`src/rtl/reg_access_arbiter.sv`:
```
// Two-master register-bank arbiter: grants SPI (m0) or I2C (m1) in round-robin,
// runs a valid/ack access towards the bank and guards it with a cycle timeout.
module reg_access_arbiter #(
    parameter int ADDR_W  = 8,
    parameter int REG_W   = 8,
    parameter int TIMEOUT = 15
) (
    input  logic              clk,
    input  logic              rstb,
    input  logic              ena,
    input  logic              m0_req,
    input  logic              m0_wr_rdn,
    input  logic [ADDR_W-1:0] m0_addr,
    input  logic [REG_W-1:0]  m0_wdata,
    output logic [REG_W-1:0]  m0_rdata,
    output logic              m0_done,
    output logic              m0_err,
    input  logic              m1_req,
    input  logic              m1_wr_rdn,
    input  logic [ADDR_W-1:0] m1_addr,
    input  logic [REG_W-1:0]  m1_wdata,
    output logic [REG_W-1:0]  m1_rdata,
    output logic              m1_done,
    output logic              m1_err,
    output logic              bus_valid,
    output logic              bus_wr_rdn,
    output logic [ADDR_W-1:0] bus_addr,
    output logic [REG_W-1:0]  bus_wdata,
    input  logic [REG_W-1:0]  bus_rdata,
    input  logic              bus_ack,
    input  logic              bus_err,
    output logic              grant,
    output logic              busy,
    output logic [7:0]        timeout_cnt
);

    typedef enum logic [1:0] {
        IDLE,
        ACCESS,
        RESP
    } state_t;

    localparam logic [7:0] WAIT_LAST = 8'(TIMEOUT - 1);

    state_t     state;
    logic       rr_last;   // master granted most recently; reset to 1 so m0 wins first
    logic [7:0] wait_cnt;

    logic             pick;
    logic             expired;
    logic             complete;
    logic             resp_err;
    logic [REG_W-1:0] resp_data;

    // NOTE: every signal assigned in always_comb gets a default first, so no latch is inferred.
    always_comb begin
        pick = 1'b0;
        if (m0_req && m1_req) begin
            pick = ~rr_last;
        end else if (m1_req) begin
            pick = 1'b1;
        end
    end

    // Error beats ack, and an ack in the expiry cycle beats the timeout.
    always_comb begin
        expired   = (wait_cnt == WAIT_LAST);
        complete  = bus_err || bus_ack || expired;
        resp_err  = bus_err || !bus_ack;
        resp_data = '0;
        if (!bus_err && bus_ack && !bus_wr_rdn) begin
            resp_data = bus_rdata;
        end
    end

    // NOTE: sequential state uses non-blocking assignments so all registers update together.
    always_ff @(posedge clk or negedge rstb) begin
        if (!rstb) begin
            state       <= IDLE;
            rr_last     <= 1'b1;
            wait_cnt    <= '0;
            grant       <= 1'b0;
            busy        <= 1'b0;
            timeout_cnt <= '0;
            bus_valid   <= 1'b0;
            bus_wr_rdn  <= 1'b0;
            bus_addr    <= '0;
            bus_wdata   <= '0;
            m0_rdata    <= '0;
            m0_done     <= 1'b0;
            m0_err      <= 1'b0;
            m1_rdata    <= '0;
            m1_done     <= 1'b0;
            m1_err      <= 1'b0;
        end else begin
            case (state)
                IDLE: begin
                    if (ena && (m0_req || m1_req)) begin
                        bus_valid  <= 1'b1;
                        bus_wr_rdn <= pick ? m1_wr_rdn : m0_wr_rdn;
                        bus_addr   <= pick ? m1_addr   : m0_addr;
                        bus_wdata  <= pick ? m1_wdata  : m0_wdata;
                        grant      <= pick;
                        rr_last    <= pick;
                        wait_cnt   <= '0;
                        busy       <= 1'b1;
                        state      <= ACCESS;
                    end
                end
                ACCESS: begin
                    if (complete) begin
                        bus_valid <= 1'b0;
                        state     <= RESP;
                        if (grant) begin
                            m1_done  <= 1'b1;
                            m1_err   <= resp_err;
                            m1_rdata <= resp_data;
                        end else begin
                            m0_done  <= 1'b1;
                            m0_err   <= resp_err;
                            m0_rdata <= resp_data;
                        end
                        if (!bus_err && !bus_ack && timeout_cnt != 8'hFF) begin
                            timeout_cnt <= timeout_cnt + 8'd1;
                        end
                    end else begin
                        wait_cnt <= wait_cnt + 8'd1;
                    end
                end
                RESP: begin
                    m0_done <= 1'b0;
                    m0_err  <= 1'b0;
                    m1_done <= 1'b0;
                    m1_err  <= 1'b0;
                    busy    <= 1'b0;
                    state   <= IDLE;
                end
                default: state <= IDLE;
            endcase
        end
    end

endmodule
```
`config.mk`:
```
export PLATFORM = sky130hd
export DESIGN_NAME = reg_access_arbiter
export DESIGN_NICKNAME = d
export VERILOG_FILES = /design/src/rtl/reg_access_arbiter.sv
export SDC_FILE = /design/constraint.sdc
export NUM_CORES = 1
export LEC_CHECK = 0
export ABC_AREA = 1
export CAP_MARGIN = 30
export CORE_MARGIN = 3
export CORE_UTILIZATION = 45
export CTS_BUF_LIST = sky130_fd_sc_hd__clkbuf_4
export DETAILED_ROUTE_END_ITERATION = 6
export GPL_TIMING_DRIVEN = 1
export PLACE_DENSITY = 0.79
export SLEW_MARGIN = 20
export SYNTH_ARGS = -nofsm -noshare
export SYNTH_HDL_FRONTEND = slang
export SYNTH_SLANG_ARGS = --single-unit
export TNS_END_PERCENT = 5
```
`constraint.sdc`:
```
create_clock -name clk -period 1.5 [get_ports clk]
set_input_delay 0.45 -clock clk [delete_from_list [all_inputs] [get_ports clk]]
set_output_delay 0.45 -clock clk [all_outputs]
set_load 0.05 [all_outputs]
```
==> results by group <==
Run status
  • Status: finished with violations
  • Failing checks: setup timing

Synthesis
  • Synthesized net count: 429
  • Synth warn: 0
  • #FFs+latches synth: 59
  • Top post-synthesis cells by area: dfrtp_1, nand2_1, nor2_1
  • Number of synthesized flops with an enable pin: 0
  • Mapped cell area: roughly 0.0029 mm²
  • Post-synth top area share: 49.26%
  • FFs w/ async S/R, synth: 100.0%
  • Syn avg cell area: around 7.8 µm²
  • Synth Instances: 377
  • Most instantiated cells after synthesis: nand2_1, dfrtp_1, nor2_1
  • Ys flop type: dfrtp_1
  • Count of cell types in the netlist: 27
  • Post-synthesis sequential area ratio: 50.15%
  • Top cell type by total area after synthesis: dfrtp_1
  • Most common cell in the netlist: nand2_1

Routing
  • Post-route ant nets: 0
  • DRT iter0 DRCs: 158
  • Vias/cell: 5.240
  • DRC: 0
  • Wire per inst: between 10 and 15 µm
  • Wire length after detailed routing: 8.530 mm
  • Vias: just over 3000
  • Length of the first detailed-routing pass in iterations: 4

Floorplanning
  • Die area: around 0.0076 mm²
  • Die width: 86.92 µm
  • Effective utilization at floorplan: 48.06%
  • Row count: 28
  • CORE AREA: ~0.006 mm²
  • I/O pin cnt: 97
  • Die height: 86.92 µm

Min path
  • Hold WC Path Type: in -> async

STA
  • # setup viols final: 2
  • Unrepaired setup endpoints after global routing: yes
  • Setup ws final: -0.03250 ns
  • Clk_skew: 0.01205 ns
  • Final TNS setup: -0.06093 ns
  • Max Fclk: 652.5 MHz
  • Final period utilization: 102.2%
  • Slew Limit Fails: 0
  • Slew HR: 64.06%
  • Least-Margin Pin Slew: between 0.5 and 0.6 ns
  • Fin crit period: 1.533 ns
  • Final hold vios: 0

Setup path
  • Startpoint types: register
  • Crit path max fanout: 2
  • Critical path type: reg -> out
  • Crit path largest cell delay: 0.43 ns
  • CP max-delay cell: dfrtp_2
  • CP Cell Sequence: buf_6 > buf_12
  • Worst path required time: 1.05 ns
  • Crit path DAT: around 1.1 ns
  • CP endpoint kind: output port

Finish
  • Post-layout util: 81.49%
  • Non-filler instance count after layout: between 500 and 600
  • Share of layout cells above drive strength 1: 24.85%
  • Multi-input logic area: between 0.001 and 0.0015 mm²
  • Ant diodes: 0
  • Storage element area: 0.001489 mm²
  • FILL cells: between 300 and 400
  • Total Nets Final: 550
  • Area Growth Syn to Fin: 69.55%

Flow run
  • Max-cap check violation count: 0

CTS
  • CTS buffer count: 9
  • H-tree level count: 3
  • Clock Tree Root: clkbuf_4
  • Worst skew pair latency: 0.39 ns
  • Clock sink count: 59
  • CTS tree: yes
  • Clock-pin slew on the worst setup and hold paths: 0.10 ns
  • Clk buf depth: 2

Global route
  • GR Overflow Total: 0
  • Met2 Resource Use GR: 38.99%
  • GR met3 Demand/Resource: 7.285%
  • GRT Total Usage: 23.09%
  • First-pass GRT wire length: 13.81 mm
  • Vias in the first global route: 3025
  • Met1 Use GR: between 20% and 30%
  • Initial antenna violation count: 0
  • Global routing's busiest layer: met2
  • Pin count of the biggest net entering global routing: 25

Power
  • Power density cells: 1493 mW/mm²
  • LEAKAGE: 2.435 nW
  • Peak supply drop: 1.372 mV

Placed design
  • Post-Place Setup Slack: -0.3692 ns
  • Port Buf Inserts: 96
  • Routability Congestion: 0.7971
  • Placed cells: between 500 and 600
  • DP Wirelength: 5.842 mm
timing repair:
action	in CTS	in global routing
pin swaps	4	8
setup endpoints to repair	28	56
gates resized for setup	13	19
hold buffers	1	0
cloned	4	1
endpoints found under the hold margin	10	0
buffers inserted	1	4
path summary, 6_finish.rpt:
path,startpoint,depth (start not counted),slack [ns],endpoint
setup reg to reg,wait_cnt[0],10,0.01,m0_rdata[6]
hold reg to reg,rr_last,2,0.49,rr_last
setup / recovery,timeout_cnt[0],2,-0.03,timeout_cnt[0]
min in group clk,rr_last,2,0.49,rr_last
max in group asynchronous,rstb,3,0.46,rr_last
hold / removal,rstb,2,0.49,bus_addr[0]
report_power, final:
group / internal [W] / switching (W)
sequential: 0.00196 / 0.000416
clock: 0.000826 / 0.000599
combinational: 0.00169 / 0.00197
total: 0.00447 / 0.00299
flip-flops by register name, summed over array words and instances, names as in the netlist, 2 cells and up:
name	cells
timeout_cnt	8
m0_rdata	8
wait_cnt	8
bus_wdata	8
bus_addr	8
m1_rdata	8
state	2
worst max-delay path: cells and delay by family, from the launching register on:
family | cells | cell delay, ns
buffers and inverters | 2 | 0.27
flip-flops | 1 | 0.43
metrics by stage:
| step | cell area (µm²) | power, W | hold WS, ns |
|---|---|---|---|
| final | 4996 | 0.007458 | 0.4874 |
| after global routing | 4996 | 0.007778 | 0.5062 |
| after CTS | 4872 | 0.007427 | 0.4789 |
| after detailed placement | 4563 | 0.005942 | 0.3759 |
| after global placement | 4563 | 0.005883 | 0.3721 |
| after floorplan | 2949 | 0.003934 | 0.1544 |
logic make-up after synthesis:
kind of cell | after synthesis | share of synthesized area (%)
AO/OA/AOI/OAI | 38 | 6.454
XOR/XNOR | 6 | 1.783
adder cells (fa/ha/maj) | 3 | 1.274
buffers and inverters | 48 | 6.794
flip-flops | 59 | 50.15
AND/OR/NAND/NOR | 223 | 33.55
cell usage in the layout (no fill, tap or decap), types with 3 or more instances in the layout:
master / instances
buf_12: 51
buf_4: 16
bufinv_16: 3
clkbuf_4: 9
clkdlybuf4s50_1: 47
clkinv_1: 3
dfrtp_1: 49
dfrtp_2: 9
inv_1: 32
nand2_1: 125
nand2_2: 8
nand3_1: 13
nand3_4: 6
nand3b_1: 3
nand4_1: 20
nor2_1: 38
nor2_2: 6
o21ai_0: 27
o21ai_1: 9
xor2_1: 4
routing by layer:
| layer | vias up | share of wire [%] |
|---|---|---|
| met4 | 0 | 1.2 |
| met3 | 14 | 8.5 |
| met2 | 129 | 51 |
| li1 | 1450 | - |
| met5 | - | 0 |
| met1 | 1436 | 39 |
layout make-up:
cell class                      count  share of cell area [%]
Inverter                           35                   2.680
Timing Repair Buffer              121                   34.71
Clock inverter                      7                   2.129
Sequential cell                    59                   29.80
Multi-Input combinational cell    272                   27.45
Clock buffer                        9                   1.352
Tap cell                           75                   1.878
Note: power is estimated with default switching activity, not from simulation.
